===== src/rtl/ttt_pkg.sv =====
// Shared tic-tac-toe definitions: cell codes, board geometry, move FSM states
// and a helper that picks one cell out of the packed board.
package ttt_pkg;

  localparam int NUM_CELLS = 9;

  localparam logic [1:0] CELL_EMPTY = 2'b00;
  localparam logic [1:0] CELL_P1    = 2'b01;
  localparam logic [1:0] CELL_P2    = 2'b10;
  localparam logic [1:0] TURN_NONE  = 2'b00;

  typedef enum logic [1:0] {
    ST_WAIT   = 2'b00,
    ST_CHECK  = 2'b01,
    ST_COMMIT = 2'b10,
    ST_DONE   = 2'b11
  } move_state_e;

  // A zero one-hot selects nothing and therefore reads as an empty cell.
  function automatic logic [1:0] cell_of(input logic [17:0] board,
                                         input logic [8:0]  onehot);
    logic [1:0] c;
    c = CELL_EMPTY;
    for (int k = 0; k < NUM_CELLS; k++) begin
      c = c | (board[2*k +: 2] & {2{onehot[k]}});
    end
    return c;
  endfunction

endpackage


===== src/rtl/ttt_pos_decode.sv =====
// Cell-number decoder: maps a 1..9 cell index to a one-hot over the nine cells
// (bit k = cell k+1) and flags anything outside that range.
module ttt_pos_decode
  import ttt_pkg::*;
(
  input  logic [3:0] pos_i,
  output logic [8:0] onehot_o,
  output logic       pos_valid_o
);

  // One-hot lookup; out-of-range positions decode to nothing.
  always_comb begin
    onehot_o = 9'h000;
    case (pos_i)
      4'd1:    onehot_o = 9'h001;
      4'd2:    onehot_o = 9'h002;
      4'd3:    onehot_o = 9'h004;
      4'd4:    onehot_o = 9'h008;
      4'd5:    onehot_o = 9'h010;
      4'd6:    onehot_o = 9'h020;
      4'd7:    onehot_o = 9'h040;
      4'd8:    onehot_o = 9'h080;
      4'd9:    onehot_o = 9'h100;
      default: onehot_o = 9'h000;
    endcase
  end

  assign pos_valid_o = |onehot_o;

endmodule


===== src/rtl/ttt_move_ctrl.sv =====
// Turn controller in front of the position store: validates a requested cell,
// issues a one-cycle write enable for the player to move, and ends the game.
module ttt_move_ctrl
  import ttt_pkg::*;
#(
  parameter logic [1:0] FIRST_PLAYER = 2'b01
) (
  input  logic        clk,
  input  logic        rst_n,
  input  logic        play_req_i,
  input  logic [3:0]  play_pos_i,
  input  logic [17:0] board_i,
  input  logic        win_i,
  output logic [8:0]  Play1_en_o,
  output logic [8:0]  Play2_en_o,
  output logic        ill_o,
  output logic [1:0]  turn_o,
  output logic [3:0]  move_cnt_o,
  output logic        game_over_o,
  output logic        draw_o
);

  move_state_e state_q, state_d;
  logic        play_req_q;
  logic        req_edge;
  logic [3:0]  pos_q, pos_d;
  logic [8:0]  pos_onehot;
  logic        pos_valid;
  logic        move_illegal;
  logic [1:0]  turn_q, turn_d;
  logic [3:0]  cnt_q, cnt_d, cnt_inc;
  logic        game_over_q, game_over_d;
  logic        draw_q, draw_d;

  ttt_pos_decode u_pos_decode (
    .pos_i       (pos_q),
    .onehot_o    (pos_onehot),
    .pos_valid_o (pos_valid)
  );

  // The edge register follows the level in every state, so a held button never retriggers.
  assign req_edge     = play_req_i & ~play_req_q;
  assign move_illegal = ~pos_valid | (cell_of(board_i, pos_onehot) != CELL_EMPTY);
  assign cnt_inc      = (cnt_q == 4'd9) ? 4'd9 : cnt_q + 4'd1;

  // State, latched position and registered status outputs.
  always_ff @(posedge clk or negedge rst_n) begin
    if (!rst_n) begin
      state_q     <= ST_WAIT;
      play_req_q  <= 1'b0;
      pos_q       <= 4'd0;
      turn_q      <= FIRST_PLAYER;
      cnt_q       <= 4'd0;
      game_over_q <= 1'b0;
      draw_q      <= 1'b0;
    end else begin
      state_q     <= state_d;
      play_req_q  <= play_req_i;
      pos_q       <= pos_d;
      turn_q      <= turn_d;
      cnt_q       <= cnt_d;
      game_over_q <= game_over_d;
      draw_q      <= draw_d;
    end
  end

  // Next-state logic; a win seen while waiting outranks a simultaneous request.
  always_comb begin
    state_d = state_q;
    pos_d   = pos_q;
    case (state_q)
      ST_WAIT: begin
        if (win_i) begin
          state_d = ST_DONE;
        end else if (req_edge) begin
          state_d = ST_CHECK;
          pos_d   = play_pos_i;
        end else begin
          state_d = ST_WAIT;
        end
      end
      ST_CHECK: begin
        if (move_illegal) begin
          state_d = ST_WAIT;
        end else begin
          state_d = ST_COMMIT;
        end
      end
      ST_COMMIT: begin
        if (cnt_inc == 4'd9) begin
          state_d = ST_DONE;
        end else begin
          state_d = ST_WAIT;
        end
      end
      ST_DONE: state_d = ST_DONE;
      default: state_d = ST_WAIT;
    endcase
  end

  // Registered status: turn and count advance as COMMIT retires; draw is re-evaluated every cycle in DONE.
  always_comb begin
    cnt_d = (state_q == ST_COMMIT) ? cnt_inc : cnt_q;
    if (state_d == ST_DONE) begin
      turn_d = TURN_NONE;
    end else if (state_q == ST_COMMIT) begin
      turn_d = (turn_q == CELL_P1) ? CELL_P2 : CELL_P1;
    end else begin
      turn_d = turn_q;
    end
    game_over_d = (state_d == ST_DONE);
    draw_d      = (state_d == ST_DONE) && (cnt_d == 4'd9) && !win_i;
  end

  // Store strobes decode straight from state so an asynchronous reset drops them at once.
  always_comb begin
    ill_o      = 1'b0;
    Play1_en_o = 9'h000;
    Play2_en_o = 9'h000;
    case (state_q)
      ST_CHECK: ill_o = move_illegal;
      ST_COMMIT: begin
        if (turn_q == CELL_P1) begin
          Play1_en_o = pos_onehot;
        end else if (turn_q == CELL_P2) begin
          Play2_en_o = pos_onehot;
        end else begin
          Play1_en_o = 9'h000;
          Play2_en_o = 9'h000;
        end
      end
      default: begin
        ill_o      = 1'b0;
        Play1_en_o = 9'h000;
        Play2_en_o = 9'h000;
      end
    endcase
  end

  assign turn_o      = turn_q;
  assign move_cnt_o  = cnt_q;
  assign game_over_o = game_over_q;
  assign draw_o      = draw_q;

endmodule


===== config.mk =====
export PLATFORM = sky130hd
export DESIGN_NAME = ttt_move_ctrl
export DESIGN_NICKNAME = d
export VERILOG_FILES = /design/src/rtl/ttt_pkg.sv /design/src/rtl/ttt_pos_decode.sv /design/src/rtl/ttt_move_ctrl.sv
export SDC_FILE = /design/constraint.sdc
export NUM_CORES = 1
export LEC_CHECK = 0
export CAP_MARGIN = 10
export CORE_ASPECT_RATIO = 0.7
export CORE_MARGIN = 4
export CORE_UTILIZATION = 40
export CTS_BUF_LIST = sky130_fd_sc_hd__clkbuf_8
export CTS_CLUSTER_SIZE = 20
export DETAILED_ROUTE_END_ITERATION = 6
export DONT_BUFFER_PORTS = 1
export GPL_TIMING_DRIVEN = 0
export PLACE_DENSITY = 0.62
export SYNTH_ARGS = -nofsm -noshare
export SYNTH_HDL_FRONTEND = slang
export SYNTH_SLANG_ARGS = --single-unit

===== constraint.sdc =====
create_clock -name clk -period 2.6 [get_ports clk]
set_clock_uncertainty 0.2 [all_clocks]
set_input_delay 0.39 -clock clk [delete_from_list [all_inputs] [get_ports clk]]
set_output_delay 0.39 -clock clk [all_outputs]
set_load 0.005 [all_outputs]

-- Yosys cells after proc, flatten, opt, wreduce, memory -nomap -nowiden
Memory sizes are Yosys's and may differ from the RTL's.
Index checks and enable logic that the tools add are counted.
- multipliers: 0
- shift-type cells: 0
- add/subtract/negate cells: 1
- divide/modulo/power cells: 0
- equality and inequality tests: 9
- mux-type cells: 16
- reduce and logical (&&, ||, !) cells: 8
- order comparisons: 0
- bitwise operators: 22
- operators by type and width (cell ; count):
    2-to-1 mux 9 bit ; 5
    AND 2 bit ; 9
    OR 2 bit ; 8
    equality test 4 bit, second input constant ; 3
    2-to-1 mux 2 bit ; 6
    OR reduction 9 bit ; 1
    equality test 2 bit, second input constant ; 4
    2-to-1 mux 4 bit ; 2
    case mux 2 bit (4 select lines) ; 1
    adder 4 x 1 -> 4 bit, second input constant ; 1
    equality test 2 x 1 -> 1 bit, second input constant ; 2
    nonzero test 2 bit ; 2
    NOT 1 bit ; 3
    AND reduction 3 bit ; 1
    logical AND 1 bit ; 2
    logical NOT 2 bit ; 1
    2-to-1 mux 1 bit ; 2
    AND 1 bit ; 1
    logical NOT 1 bit ; 1
    OR 1 bit ; 1
- memory bits (read-only): 144
- memory bits (writable): 0
- register bits after elaboration: 15
- output and inout port bits: 27
- bits of input ports: 26
- memories kept: 1
- logic and storage cells: 64
- latch bits: 0
- memory list (memory ; depth ; width ; rd ports ; clocked after memory_dff ; wr ports ; line ; RTL):
    (no name shown) ; 16 ; 9 ; 1 ; 0 ; 0 ; ttt_pos_decode.sv:14 ; case (pos_i)

-- Depth between registers and ports, before layout
Gate-level depths: netlist of the first run.
An unclocked memory read counts as a cell.
- depth in word-level cells: 17
- mapped depth: 5
- depth with buffers taken out: 5

-- Hierarchy
From an unflattened synthesis of the first run, not the netlist that was laid out.
- cells, all modules: 100
- area, all modules: 900.9 sq um
- modules (own cells, without submodules) (module ; seq. area each (sq um) ; area each (sq um) ; instances ; cells each):
    ttt_move_ctrl ; 376.6 ; 814.5 ; 1 ; 83
    ttt_pos_decode ; 0.0 ; 86.3 ; 1 ; 17

-- Worst setup path before layout of the first run
OpenSTA, ideal clock, no wires.
- path type: register -> output
- from: register pos_q[1]
- to: output port ill_o
- arrival time: 1.447 ns
- cell stages (with the launch flop): 6
- path buffers: 1
- required time: 2.010 ns
- setup slack: 0.563 ns
- cells stage by stage: dfrtp_1 buf_6 or4b_4 o22a_1 nand4_1 o311a_1
- word-level cells in the longest chain between the ends: 13
- elaborated cells between the ends (all ways): 23
- ends and longest elaborated chain (what ; line ; RTL):
    start, declared ; ttt_move_ctrl.sv:26 ; logic [3:0] pos_q, pos_d;
    start signal, assigned ; ttt_move_ctrl.sv:59 ; pos_q <= pos_d;
    memory (16 x 9 bit) * ; n/a ;
    AND 2 bit ; ttt_pkg.sv:25 ; c = c | (board[2*k +: 2] & {2{onehot[k]}});
    OR 2 bit (8 in series) ; ttt_pkg.sv:25 ;
    nonzero test 2 bit ; ttt_move_ctrl.sv:43 ; assign move_illegal = ~pos_valid | (cell_of(board_i, pos_onehot) != CELL_EMPTY);
    OR 1 bit * ; ttt_move_ctrl.sv:43 ;
    2-to-1 mux 1 bit * ; ttt_move_ctrl.sv:120 ; case (state_q)
    end, declared ; ttt_move_ctrl.sv:16 ; output logic ill_o,
Every way passes the cells marked *; elsewhere a longest branch is shown, timed or not.

-- Worst setup path in the final report of the first run
Ends and elaborated chain as after synthesis.

==> metrics, run 1 <==
outcome finished, final reports clean; top-area cell type share of the netlist area 37.23%; htree depth 1; Unique masters post-synth 38; CTS Sinks 15; Combinational Power Share 46.8%; Mapped Nets 129; Core ar. 0.002190 mm²; Synth async-reset ratio 100.0%; overall global routing resource usage 13.32%; WL per Instance 15.48 µm; Max FO, Critical Path 10; Final Hold Viols 0; clock group share of total power 14.6%; R2R Path End state_q[1]; clock period minus worst slack 2.467 ns; FF-to-FF path depth 5; Slew Viols, Final 0; final setup TNS 0 ns; post-DR vias/cell 5.511; Design Area, Final 0.001046 mm²; max_slew headroom 56.66%; synth warn 0; Required @ worst endpoint 2.01 ns; Setup crit start kind register; synthesis-to-finish area growth 11.17%; die span in y 48.58 µm; I/O Pins 53; Finished Layout Cells 141; Worst Hold Class in2reg; Yosys reg bits 15; Syn Std Cell Area 940.9 µm²; Remaining Overflow, GRT 0; Post-synth EDFFs 0; TritonCTS clock tree built; R2R Setup Slk 0.75 ns; Arr. time, crit path 1.88 ns; NetSw 495.8 µW; worst slew pin tran 0.6479 ns; post-route setup slack 0.1328 ns; Synth Instances 103; Pwr Density 1157 mW/mm²; setup repair bufs after CTS 0; Clk Latency, worst-skew pair 0.24 ns; crit path to ill_o; cell internal pwr 714.6 µW; total number of vias 777; Finish-stage setup viols 0; unrepaired setup endpoints after global routing false; Final ANT Viol Nets 0; clock slew at reported path FFs 0.05 ns; detailed router's first-iteration violation count 23; register area share after synthesis 40.03%; Antenna Diode Count 0; post-detail-place hpwl 1756 µm; layout cells sized above 1 17.43%; die area 0.003205 mm²; Placed Area 980.9 µm²; routed wire length 2182 µm; largest net degree at the start of global routing 16; WHS 0.09646 ns; DRC 0; synth top area cells dfrtp_1, nor2_1, mux2_2; max_cap viols 0; Peak VDD IR 566.4 µV; Reg power frac 38.6%; R2R Path Start pos_q[1]; CTS Root Cell clkbuf_8; drt first pass iters 4; final worst-path cycle share 94.89%; die width 65.97 µm; clk buf depth 2; Switching Fraction 40.96%; vias in the first global route 688; commonest non-fill, non-tap cells in the layout nor2_1, dfrtp_1, mux2_2, inv_1, nand3b_1; NumNets Final 136; gpl congestion 0.7418; ys flop type dfrtp_1; Setup crit start pos_q[1]; class of the most critical setup path reg2out; CP endpoint kind output port; crit-path cells buf_6, nand2b_1, or3_1, o2111ai_1, o311a_1; leak pwr 0.4125 nW; CTS buffer count 3; starting density of the core 42.97%; Peak Freq 0.4053 GHz; IO Port Bufs 0; commonest non-fill, non-tap cell in the layout nor2_1; CP max stage cell dfrtp_1; Rows 14; area leader, netlist dfrtp_1; placed cells 135; Post-Syn Area per Cell 9.135 µm²; max incr delay on CP 0.39 ns; initial antenna violation count 0; global-route wire length before repair 3387 µm; worst slack, placed 0.3698 ns
-- synthesized netlist by cell type (3+ instances only) --
| cell | count |
|---|---|
| nand3b_1 | 4 |
| nand3_1 | 3 |
| inv_1 | 4 |
| nand2_1 | 3 |
| mux2_2 | 7 |
| dfrtp_1 | 14 |
| buf_2 | 3 |
| nor2_1 | 25 |
| o21bai_1 | 3 |
-- per-layer routing --
layer,up-vias,GRT usage [%],routed length [µm]
met5,-,0,0
met4,0,1.014,0
met3,0,7.639,249
met2,28,18.97,941
met1,369,18.30,991
li1,380,-,-
-- critical path: cells and delay by family, from the launching register on --
kind | cells | cell delay, ns
AO/OA/AOI/OAI | 2 | 0.52
flip-flops | 1 | 0.39
buffers and inverters | 1 | 0.14
AND/OR/NAND/NOR | 2 | 0.58
-- worst min-delay path by stage --
| stage | startpoint | end | cells past startpoint | slack (ns) |
|---|---|---|---|---|
| floorplan | rst_n | draw_o | 0 | -0.11 |
| finish | play_pos_i[0] | pos_q[0] | 1 | 0.1 |
| global placement | rst_n | play_req_q | 0 | -0.11 |
| CTS | play_pos_i[0] | pos_q[0] | 1 | 0.09 |
| global route | play_pos_i[3] | pos_q[3] | 1 | 0.09 |
| detailed placement | rst_n | move_cnt_o[2] | 0 | -0.11 |
-- logic make-up (layout without fill, tap and decap cells) --
| logic type | after synthesis | count (layout) | synth area share, % |
|---|---|---|---|
| xor gates and xnor gates | 2 | 2 | 1.862 |
| buffers and inverters | 9 | 15 | 4.786 |
| and+or+nand+nor | 53 | 53 | 31.39 |
| DFF | 15 | 15 | 40.03 |
| muxes | 7 | 7 | 8.378 |
| AOI/OAI and AO/OA | 17 | 17 | 13.56 |
-- through the flow --
step | util (%) | total power [mW]
final | 47.77 | 1.210
after global routing | 47.77 | 1.312
after CTS | 47.77 | 1.216
after detailed placement | 44.80 | 1.030
after global placement | 44.80 | 1.007
after floorplan | - | 0.8989
-- layout make-up --
type / count / area, µm²
buffer: 5 / 30.03
multi-input combinational: 79 / 519.2
tap: 32 / 40.04
timing repair buffer: 2 / 20.02
inverter: 4 / 15.01
clock inverter: 1 / 3.754
sequential: 15 / 376.6
clock buffer: 3 / 41.29
fill: 212 / 1144
-- state kept, by name, indices dropped and copies added (netlist names) --
signal / count
move_cnt_o: 4
turn_o: 2
pos_q: 4
game_over_o: 1
state_q: 2
draw_o: 1
play_req_q: 1
-- power groups by stage --
stage               combinational (mW)  sequential (mW)  clock, mW
floorplan                        0.462            0.437          0
global placement                 0.541            0.466          0
detailed placement               0.561            0.469          0
CTS                              0.566            0.468      0.182
global route                     0.633            0.487      0.192
finish                           0.567            0.467      0.177
-- repair_timing --
action,CTS,global route
endpoints found under the hold margin,16,0
setup endpoints to repair,0,0
gates resized for setup,0,0
hold buffers,2,0
Power figures use the tool's default switching activity.
==> run 2, diff against run 1 <==
CORE_ASPECT_RATIO = unset   (was 0.7)
CORE_UTILIZATION = 55   (was 40)
PLACE_DENSITY = 0.78   (was 0.62)
==> run 2 against run 1 <==
Against the previous run: sequential share of layout area up 0.70 points; register-to-register slack better by 0.03 ns; non-clock buffer count stayed put; via count is 3.0% higher; global-route usage grew 5.0 points; clock power hardly changed; final area shrank 1.9%; routed wire length is 0.37% lower; critical endpoint unchanged; largest cell class unchanged; largest power group unchanged.
==> metrics, run 2 (synthesized netlist as in run 1, its figures left out) <==
outcome finished, final reports clean; total number of vias 800; Max FO, Critical Path 10; # resized after CTS 0; CTS Sinks 15; IO Port Bufs 0; CP endpoint kind output port; setup repair bufs after CTS 0; Finish-stage setup viols 0; clock period minus worst slack 2.457 ns; die span in y 49.36 µm; worst slew pin tran 0.6715 ns; Arr. time, crit path 1.87 ns; TritonCTS clock tree built; post-detail-place hpwl 1721 µm; Pwr Density 1181 mW/mm²; area of the multi-input gates 519.2 µm²; fillers 133; Required @ worst endpoint 2.01 ns; DRC 0; commonest non-fill, non-tap cells in the layout nor2_1, dfrtp_1, mux2_2, inv_1, nand3b_1; final worst-path cycle share 94.50%; Design Area, Final 0.001026 mm²; leak pwr 0.4125 nW; Peak VDD IR 736.6 µV; global-route wire length before repair 3560 µm; Remaining Overflow, GRT 0; Clk Latency, worst-skew pair 0.24 ns; htree depth 1; WHS 0.09477 ns; DR top layer met4; vias in the first global route 721; starting density of the core 60.35%; clk buf depth 2; Worst Hold Class in2reg; max_cap viols 0; class of the most critical setup path reg2out; Antenna Diode Count 0; CTS buffer count 3; Peak Freq 0.4070 GHz; routed wire length 2174 µm; routed wl met3 187 µm; gpl congestion 0.8128; Setup crit start kind register; NumNets Final 136; # hold bufs at CTS 2; drt first pass iters 4; Final Hold Viols 0; final setup TNS 0 ns; Placed Area 960.9 µm²; WL per Instance 17.39 µm; I/O Pins 53; max_slew headroom 55.08%; synthesis-to-finish area growth 9.042%; clock slew at reported path FFs 0.06 ns; met1 wire length 897 µm; overall global routing resource usage 18.28%; Final ANT Viol Nets 0; Rows 14; initial antenna violation count 0; Slew Viols, Final 0; CTS Root Cell clkbuf_8; die area 0.002436 mm²; detailed router's first-iteration violation count 15; FF/Latch Area 376.6 µm²; metal2 WL 1077 µm; unrepaired setup endpoints after global routing false; post-DR vias/cell 6.400; largest net degree at the start of global routing 16; die width 49.36 µm; Core ar. 0.001559 mm²; commonest non-fill, non-tap cell in the layout nor2_1; layout cells sized above 1 17.43%
==> run 2: cell counts in the layout (fill, tap and decap cells not counted) <==
Identical to the previous run, type by type.
==> run 2: worst max-delay path, cell delays in order (launching register included) <==
cell	delay (ns)
dfrtp_1	0.38
buf_2	0.19
or4b_4	0.51
o21bai_1	0.17
o2111ai_1	0.13
o311a_1	0.24
==> run 2: final cells by class <==
class                   instances  area share [%]
clock buffers                   3           4.024
multi-input cells              79           50.61
well taps                      16           1.951
flip-flops and latches         15           36.71
plain buffers                   5           2.927
clock inverters                 1          0.3659
inverters                       4           1.463
repair buffers                  2           1.951
==> run 2: stage by stage <==
step | instances | power (mW) | worst slack [ns] | utilization [%]
after floorplan | 103 | 0.8989 | 0.5634 | -
after global placement | 119 | 0.9990 | 0.4104 | 61.64
after detailed placement | 119 | 1.023 | 0.3953 | 61.64
after CTS | 125 | 1.215 | 0.1240 | 65.81
after global routing | 125 | 1.315 | 0.02925 | 65.81
final | 125 | 1.211 | 0.1429 | 65.81
==> run 2: final timing paths <==
kind | from | endpoint | slack (ns) | cells past startpoint
worst min register to register | play_req_q | state_q[0] | 0.33 | 2
worst max-delay path | pos_q[2] | ill_o | 0.14 | 5
max in group asynchronous | rst_n | game_over_o | 1.35 | 1
worst min-delay path | play_pos_i[2] | pos_q[2] | 0.09 | 1
min in group asynchronous | rst_n | play_req_q | 0.42 | 1
worst max register to register | pos_q[2] | state_q[1] | 0.78 | 5
==> run 2: routing by layer <==
metal,up-vias,track usage (%)
li1,384,-
met1,377,23.85
met2,37,29.46
met3,2,6.422
met4,0,2.844
met5,-,0
==> run 2: power breakdown <==
part	switching, mW	leakage, nW	internal, mW
sequential	0.125	0.182	0.344
combinational	0.297	0.204	0.267
clock	0.0746	0.0269	0.104
==> run 3, diff against run 2 <==
--- a/config.mk
+++ b/config.mk
@@ -16,2 +16,3 @@
 export PLACE_DENSITY = 0.78
+export SETUP_SLACK_MARGIN = 0.05
 export SYNTH_ARGS = -nofsm -noshare
==> constraint.sdc (replaced) <==
create_clock -name clk -period 2.6 [get_ports clk]
set_clock_uncertainty 0.2 [all_clocks]
set_input_delay 0.26 -clock clk [delete_from_list [all_inputs] [get_ports clk]]
set_output_delay 0.26 -clock clk [all_outputs]
set_load 0.005 [all_outputs]
==> run 3 against run 2 <==
Against the previous run: routed wire length up 2.8%; combinational power increased by 1%; power rose by 0.41%; fmax up 5.7%; flip-flop and latch count stayed put; hold slack lost 0.085 ns; sequential power is essentially flat; clock-buffer cell count unchanged; die area stayed put; highest routed layer unchanged.
==> metrics, run 3 (synthesized netlist as in run 1, its figures left out) <==
clock period minus worst slack 2.325 ns; starting density of the core 60.35%; max_cap viols 0; IO Port Bufs 0; Finished Layout Cells 130; Setup crit start pos_q[1]; leak pwr 0.4334 nW; Clk Latency, worst-skew pair 0.24 ns; Pwr Density 1130 mW/mm²; Placed Area 960.9 µm²; outcome finished, final reports clean; die span in y 49.36 µm; vias in the first global route 752; DRC 0; htree depth 1; overall global routing resource usage 18.93%; WL per Instance 17.19 µm; worst slack, placed 0.5253 ns; unrepaired setup endpoints after global routing false; Remaining Overflow, GRT 0; worst slew pin tran 0.6803 ns; post-detail-place hpwl 1721 µm; Final Hold Viols 0; synthesis-to-finish area growth 14.36%; cell count of the worst hold path 2; clock slew at reported path FFs 0.06 ns; final setup TNS 0 ns; R2R Path Start pos_q[1]; I/O Pins 53; total number of vias 821; hold_sp play_req_i; WHS 0.009811 ns; Core ar. 0.001559 mm²; routed wire length 2235 µm; largest net degree at the start of global routing 16; crit-path cells buf_6, nand2b_1, or3_1, o2111ai_1, o311a_1; CP endpoint kind output port; FF-to-FF path depth 5; drt first pass iters 4; detailed router's first-iteration violation count 28; commonest non-fill, non-tap cells in the layout nor2_1, dfrtp_1, mux2_2, dlygate4sd3_1, inv_1; max_slew headroom 54.50%; placed cells 119; post-DR vias/cell 6.315; Setup crit start kind register; post-route setup slack 0.2754 ns; Arr. time, crit path 1.86 ns; CTS Root Cell clkbuf_8; Peak VDD IR 736.9 µV; layout cells sized above 1 16.67%; gpl congestion 0.8128; CTS buffer count 3; Design Area, Final 0.001076 mm²; Slew Viols, Final 0; Worst Hold Class in2reg; Antenna Diode Count 0; initial antenna violation count 0; die width 49.36 µm; Peak Freq 0.4302 GHz; Core Util, Final 69.02%; CTS Sinks 15; Rows 14; Finish-stage setup viols 0; class of the most critical setup path reg2out; Tot Pwr 1.216 mW; final worst-path cycle share 89.41%; global-route wire length before repair 3650 µm; NumNets Final 141; CP max stage cell dfrtp_1; TritonCTS clock tree built; Max FO, Critical Path 10; clk buf depth 2; commonest non-fill, non-tap cell in the layout nor2_1; Required @ worst endpoint 2.14 ns; max incr delay on CP 0.39 ns; die area 0.002436 mm²; Final ANT Viol Nets 0
run 3: worst paths after layout:
path	endpoint	slack, ns
setup reg to reg	state_q[1]	0.78
max in group asynchronous	turn_o[1]	1.47
hold reg to reg	state_q[0]	0.34
hold / removal	state_q[0]	0.01
min in group asynchronous	state_q[0]	0.30
setup / recovery	ill_o	0.28
run 3: layout make-up:
cell class	instances	area (µm²)
Tap cell	16	20.02
Buffer	5	30.03
Sequential cell	15	376.6
Clock buffer	3	41.29
Fill cell	133	483.0
Inverter	4	15.01
Clock inverter	1	3.754
Multi-Input combinational cell	79	519.2
Timing Repair Buffer	7	70.07
run 3: timing repair:
item | CTS | global route
buffers inserted | 0 | 0
resized for setup | 0 | 0
hold buffers | 7 | 0
endpoints found under the hold margin | 22 | 0
run 3: layer usage:
metal	part of all wire (%)	global-route usage, %	vias up
met5	0	0	-
met4	0.49	2.844	0
met3	8.0	5.505	2
met2	52	32.14	38
met1	39	24.04	384
li1	-	-	397
run 3: worst max-delay path, delay by kind of cell (launching register included):
| kind | cells | cell delay, ns |
|---|---|---|
| AO/OA/AOI/OAI | 2 | 0.54 |
| buffers and inverters | 1 | 0.14 |
| flip-flops | 1 | 0.39 |
| AND/OR/NAND/NOR | 2 | 0.56 |
run 3: power breakdown:
part	internal (mW)	switching (mW)	total, mW
combinational	0.272	0.297	0.569
sequential	0.344	0.124	0.468
clock	0.104	0.0747	0.179
total	0.720	0.496	1.22
